===== src/rtl/seq_counter_fsm.sv =====
// Timing-step generator: IDLE/RUN/HALT control with a 3-bit step counter feeding the step decoder.
// Optional single-step mode is compiled in when SEQ_SINGLE_STEP_EN is defined.
module seq_counter_fsm #(
    parameter int unsigned LAST_STEP = 7
) (
    input  logic       clk,
    input  logic       rst_n,
    input  logic       start,
    input  logic       halt_req,
    input  logic       clr,
    input  logic       stall,
`ifdef SEQ_SINGLE_STEP_EN
    input  logic       step_mode,
    input  logic       step_pulse,
`endif
    output logic [2:0] seq_out,
    output logic       running,
    output logic       halted,
    output logic       wrap
);

    typedef enum logic [1:0] {
        S_IDLE,
        S_RUN,
        S_HALT
    } state_t;

    localparam logic [2:0] LP_LAST = 3'(LAST_STEP);

    state_t     r_state;
    state_t     w_state_nx;
    logic [2:0] r_seq;
    logic [2:0] w_seq_nx;
    logic       r_halt_pend;
    logic       w_pend_nx;
    logic       r_wrap;
    logic       w_wrap_nx;
    logic       w_boundary;
    logic       w_stall;

`ifdef SEQ_SINGLE_STEP_EN
    assign w_stall = stall | (step_mode & ~step_pulse);
`else
    assign w_stall = stall;
`endif

    always_ff @(posedge clk or negedge rst_n) begin
        if (!rst_n) begin
            r_state     <= S_IDLE;
            r_seq       <= '0;
            r_halt_pend <= 1'b0;
            r_wrap      <= 1'b0;
        end else begin
            r_state     <= w_state_nx;
            r_seq       <= w_seq_nx;
            r_halt_pend <= w_pend_nx;
            r_wrap      <= w_wrap_nx;
        end
    end

    always_comb begin
        w_state_nx = r_state;
        w_seq_nx   = r_seq;
        w_pend_nx  = r_halt_pend;
        w_wrap_nx  = 1'b0;
        w_boundary = 1'b0;
        case (r_state)
            S_IDLE, S_HALT: begin
                w_seq_nx  = '0;
                w_pend_nx = 1'b0;
                if (start) begin
                    w_state_nx = S_RUN;
                end
            end
            S_RUN: begin
                w_pend_nx = r_halt_pend | halt_req;
                if (clr) begin
                    w_seq_nx   = '0;
                    w_boundary = 1'b1;
                end else if (!w_stall) begin
                    // >= keeps the count bounded even if LAST_STEP shrinks below a stale value
                    if (r_seq >= LP_LAST) begin
                        w_seq_nx   = '0;
                        w_wrap_nx  = 1'b1;
                        w_boundary = 1'b1;
                    end else begin
                        w_seq_nx = r_seq + 3'd1;
                    end
                end
                if (w_boundary && w_pend_nx) begin
                    w_state_nx = S_HALT;
                    w_seq_nx   = '0;
                    w_pend_nx  = 1'b0;
                end
            end
            default: begin
                w_state_nx = S_IDLE;
                w_seq_nx   = '0;
                w_pend_nx  = 1'b0;
            end
        endcase
    end

    assign seq_out = r_seq;
    assign running = (r_state == S_RUN);
    assign halted  = (r_state == S_HALT);
    assign wrap    = r_wrap;

endmodule

===== config.mk =====
export PLATFORM = sky130hd
export DESIGN_NAME = seq_counter_fsm
export DESIGN_NICKNAME = d
export VERILOG_FILES = /design/src/rtl/seq_counter_fsm.sv
export SDC_FILE = /design/constraint.sdc
export NUM_CORES = 1
export LEC_CHECK = 0
export CORE_AREA = 2 2 39 41
export CTS_BUF_LIST = sky130_fd_sc_hd__clkbuf_2
export CTS_CLUSTER_DIAMETER = 150
export DETAILED_ROUTE_END_ITERATION = 6
export DIE_AREA = 0 0 41 43
export PLACE_DENSITY = 0.62
export SYNTH_ARGS = -nofsm -noshare
export SYNTH_HDL_FRONTEND = slang
export SYNTH_SLANG_ARGS = --single-unit

===== constraint.sdc =====
create_clock -name clk -period 3.2 [get_ports clk]
set_input_delay 0.64 -clock clk [delete_from_list [all_inputs] [get_ports clk]]
set_output_delay 0.64 -clock clk [all_outputs]
set_load 0.02 [all_outputs]

==> impl_metrics.ini, run 1 <==
[routing]
drt_iter0_drc = 2
ant_nets = 0
routed_wl_um = 683
vias = 285
first_pass_iters = 4
vias_per_cell = 4.45
drc = 0
wl_per_cell_um = 10.7

[layout]
diodes = 0
finalNetCount = 57
drive_gt1_share_pct = 18.8
area_delta_synth_final_pct = 39.1

[synthesis]
syn-instance-count = 34
yosysMostFrequentCell = dfrtp_1
synth-edff-count = 0
synth-async-reset-ratio_pct = 100
synthXorXnorAreaFrac_pct = 0
synth_adder_area_share_pct = 6.73
syn_area_per_cell_sq_um = 10.9
synth_warnings = 0
synthFlopType = dfrtp_1
synth_area_leader_cell = dfrtp_1
synth_area_sq_um = 372
ys_seq_area_share_pct = 47.1
synthesis.nets = 42
synth_top_family_by_area = simple AND/OR/NAND/NOR gates
synth.area.top_cells = dfrtp_1 47%, ha_1 6.7%, a31oi_4 5.7%
yosys.cell_types.count = 18
synth.area.mux_share_pct = 0
synth_seq_cells = 7
synth_common_cells = 7 x dfrtp_1, 4 x a21oi_1, 3 x nor2_1
yosys.area_share.simple_pct = 26.9
netlist.area_leader.share_pct = 47.1
synth_compound_area_share_pct = 17.8

[clock_tree]
cts_hold_buf = 0
htree_levels = 1
clockRootBuffer = clkbuf_2
numCtsBuffers = 3
cts_tree = built
cts_setup_buffers = 0
path_clk_slew_ns = 0.08
cts_sinks = 7
ctsResizeCount = 0
clk_latency_ns = 0.22
cts.path.max_buffers = 2

[run_status]
status = complete, no violations

[hold_path]
hold_class = reg2reg

[worst_setup_path]
cp_slowest_cell = clkdlybuf4s50_1
critPathRequiredTime_ns = 2.56
cp-end-kind = output pin
critPathMaxStageDelay_ns = 0.61
path_cells = nor2b_4 > clkdlybuf4s50_1
cp_max_fo = 4
crit_type = reg2out
critPathLaunchType = flop
cp.arrival_ns = 1.38

[floorplan]
dieArea_sq_mm = 0.00176
initial_core_util_pct = 26.9
num_rows = 14
core_region_area_sq_mm = 0.00138
fp.dieW_um = 41
ios = 12
die_y_um = 43

[power_and_ir_drop]
power.switching_mw = 0.0982
clkPwrFrac_pct = 21.7
leakage_nw = 0.227
p_comb_share_pct = 37.7
p_int_mw = 0.196
swShare_pct = 33.4
powerDensity_mw_per_mm2 = 569
seqPwrFrac_pct = 40.6
irDropWorstVdd_mv = 0.169

[timing]
setup_viol = 0
period_minus_slack_ns = 2.02
hold_ws_ns = 0.578
slew_violations = 0
rsz0062_at_grt = false
clock_skew_ns = 0.00319
max_slew_margin_pct = 78.7
fin_setup_tns_ns = 0
tightest_slew_ns = 0.318
post-route-period-util_pct = 63.3
hold_violations = 0
fmax_mhz = 494

[global_route]
grt_pass1_wl_um = 986
grt_usage_pct = 8.12
grt_pass1_vias = 250
overflow = 0
antenna_found_initial = 0
grt_max_degree = 10

[place]
dp_hpwl_um = 537
gp_congestion = 0.713
portBuffers = 11

[run]
cap_viol_max_count = 0
-- flip-flops by register name (all words and copies together) (netlist names) --
signal,count
wrap,1
r_state,2
seq_out,3
r_halt_pend,1
-- worst max-delay path, delay by kind of cell (launching register included) --
family                 cells  cell delay [ns]
buffers and inverters      1             0.61
and+or+nand+nor            1             0.15
DFF                        1             0.41
-- cells in the final DEF (no fill, tap or decap), drive strengths merged --
cell type	Yosys	layout
a21oi	4	4
nor3	3	3
o21ai	1	1
nand3b	2	2
nor2	3	3
a31oi	1	1
nor2b	3	3
o21bai	1	1
nand2b	1	1
or2	1	1
dfrtp	7	7
and2b	1	1
clkdlybuf4s50	0	11
nand2	2	2
a31o	1	1
ha	2	2
clkbuf	1	4
-- final timing paths --
kind                            depth (start not counted)        start          end  slack [ns]
max in group asynchronous                               1        rst_n   seq_out[1]        2.29
worst min register to register                          2  r_halt_pend  r_halt_pend        0.58
min in group asynchronous                               1        rst_n  r_halt_pend        0.68
worst max register to register                          5   seq_out[0]   r_state[1]        1.67
worst min-delay path                                    2  r_halt_pend  r_halt_pend        0.58
worst max-delay path                                    2   r_state[1]      running        1.18
-- power groups by stage --
stage	sequential [mW]	combinational, mW	clock, mW
2_1_floorplan	0.122	0.0661	0
3_3_place_gp	0.120	0.111	0
3_5_place_dp	0.121	0.112	0
4_1_cts	0.119	0.112	0.0653
5_1_grt	0.121	0.120	0.0721
6_report	0.119	0.111	0.0637
-- stage by stage --
step | total power [mW] | utilization, % | cells | instance area [sq um] | setup slack [ns]
finish | 0.294 | 37.3 | 64 | 517 | 1.18
global route | 0.313 | 37.3 | 64 | 517 | 1.10
CTS | 0.297 | 37.3 | 64 | 517 | 1.17
detailed placement | 0.233 | 35.9 | 60 | 497 | 1.42
global placement | 0.231 | 35.9 | 60 | 497 | 1.43
floorplan | 0.188 | - | 34 | 372 | 1.68
-- final cells by class --
cell class              count  area (sq um)
repair buffers             11           110
multi-input cells          26           191
well taps                  16          20.0
clock buffers               4          20.0
flip-flops and latches      7           175
fillers                   142           867
-- per-layer routing --
layer	global-route usage [%]	wire length [um]	share of wire, %	up-vias
li1	-	-	-	148
met1	13.0	369	54	131
met2	10.0	295	43	6
met3	0	17	2.5	0
met4	6.00	0	0	0
met5	0	0	0	-
-- logic make-up (layout without fill, tap and decap cells) --
logic type | after synthesis | count (layout)
adders and majority gates | 2 | 2
AOI/OAI and AO/OA | 8 | 8
buffers and inverters | 1 | 15
DFF | 7 | 7
and+or+nand+nor | 16 | 16
Power figures use the tool's default switching activity.
==> run 2, diff against run 1 <==
Settings changed: PLACE_DENSITY 0.62 to 0.64.
Clock period 3.2 ns to 1.67 ns, I/O delays scaled along.
==> run 2 against run 1 <==
Net effect: power increased by 84%; critical path type unchanged; non-clock buffer count unchanged; count of clock-buffer cells in the layout unchanged; largest cell class unchanged; clock skew increased by 0.0016 ns; combinational power increased by 74%; cell count unchanged; sequential share of layout area increased by 0.082 points.
==> impl_metrics.ini, run 2 (synthesis gave the netlist of run 1 again) <==
[routing]
vias_per_cell = 4.50
vias = 288
first_pass_iters = 2
routed_wl_um = 665
drt_iter0_drc = 2
drc = 0
ant_nets = 0
wl_per_cell_um = 10.4

[layout]
fillers = 144
layout.cells.non_filler = 64
multi_input_area_sq_um = 191
seq_area_sq_um = 175
final_cell_mix = 7 x clkdlybuf4s50_1, 7 x dfrtp_1, 4 x a21oi_1, 4 x clkbuf_2
finalNetCount = 57
area_delta_synth_final_pct = 38.7
drive_gt1_share_pct = 18.8
diodes = 0
largest_reg_flops = 3

[clock_tree]
clk_latency_ns = 0.22
numCtsBuffers = 3
cts.path.max_buffers = 2
cts_tree = built
path_clk_slew_ns = 0.07
cts_hold_buf = 0
htree_levels = 1
clockRootBuffer = clkbuf_2
cts_sinks = 7

[timing]
slew_violations = 0
period_minus_slack_ns = 1.61
hold_violations = 0
clock_skew_ns = 0.00479
tightest_slew_ns = 0.321
rsz0062_at_grt = false
fin_setup_tns_ns = 0
post-route-period-util_pct = 96.3
setup_viol = 0
max_slew_margin_pct = 78.5
fmax_mhz = 622

[place]
gp_congestion = 0.725
portBuffers = 11
placedCellCount = 60
dp_hpwl_um = 527

[worst_setup_path]
cp.arrival_ns = 1.27
cp_max_fo = 4
critPathMaxStageDelay_ns = 0.64
reg2reg_from = seq_out[0]
cp-end-kind = output pin
path_cells = clkdlybuf4s50_1
ff2ff_setup_slack_ns = 0.16
cp_slowest_cell = clkdlybuf4s50_1
reg2regPathDepth = 5
critPathRequiredTime_ns = 1.34
reg2reg_to = r_state[1]
critPathLaunchType = flop
crit_buf_inv = 1
cpLargestDelayFamily = buffers and inverters
crit_type = reg2out

[power_and_ir_drop]
irDropWorstVdd_mv = 0.299
leakage_nw = 0.256
powerDensity_mw_per_mm2 = 1050

[floorplan]
die_y_um = 43
initial_core_util_pct = 26.9
ios = 12
fp.dieW_um = 41
num_rows = 14
core_region_area_sq_mm = 0.00138
dieArea_sq_mm = 0.00176

[global_route]
overflow = 0
grt_usage_pct = 9.33
antenna_found_initial = 0
grt_pass1_wl_um = 1050
grt_pass1_vias = 260
grt_max_degree = 10

[run]
cap_viol_max_count = 0

[run_status]
status = complete, no violations

[hold_path]
hold_class = in2async
-- run 2: layout make-up --
cell class | instances | area share (%)
timing repair buffer | 11 | 21.1
multi-input combinational | 26 | 37.1
tap | 16 | 3.88
clock buffer | 4 | 3.88
sequential | 7 | 34.0
-- run 2: power by group --
| group | switching [mW] | leakage (nW) | internal (mW) | total (mW) |
|---|---|---|---|---|
| clock | 0.0566 | 0.0166 | 0.0637 | 0.120 |
| combinational | 0.100 | 0.146 | 0.0931 | 0.193 |
| sequential | 0.0264 | 0.0937 | 0.200 | 0.227 |
-- run 2: how the worst max path moves through the flow --
stage / end / slack, ns / start / depth (start not counted)
2_1_floorplan: r_state[1] / 0.15 / seq_out[0] / 5
3_3_place_gp: r_state[1] / 0.18 / seq_out[0] / 5
3_5_place_dp: r_state[1] / 0.16 / seq_out[0] / 5
4_1_cts: seq_out[2] / 0.02 / seq_out[2] / 1
5_1_grt: seq_out[1] / 0.005 / seq_out[1] / 1
6_report: seq_out[1] / 0.06 / seq_out[1] / 1
-- run 2: metal layers --
layer	GRT usage [%]	wire length (um)	vias to the layer above
met1	12.6	315	136
met4	6.00	6	0
met2	11.3	300	5
met3	4.71	42	2
met5	0	0	-
li1	-	-	145
-- run 2: timing repair --
item	CTS	global route
buffers inserted	0	0
setup endpoints to repair	3	1
resized for setup	3	1
-- run 2: stage by stage --
step | instance area [sq um] | util, % | hold slack [ns] | power [mW] | setup WS, ns
6_report | 515 | 37.3 | 0.368 | 0.540 | 0.0621
5_1_grt | 515 | 37.3 | 0.375 | 0.582 | 0.00492
2_1_floorplan | 372 | - | 0.0384 | 0.361 | 0.150
3_3_place_gp | 497 | 35.9 | 0.565 | 0.444 | 0.182
3_5_place_dp | 497 | 35.9 | 0.570 | 0.446 | 0.162
4_1_cts | 513 | 37.1 | 0.362 | 0.553 | 0.0216
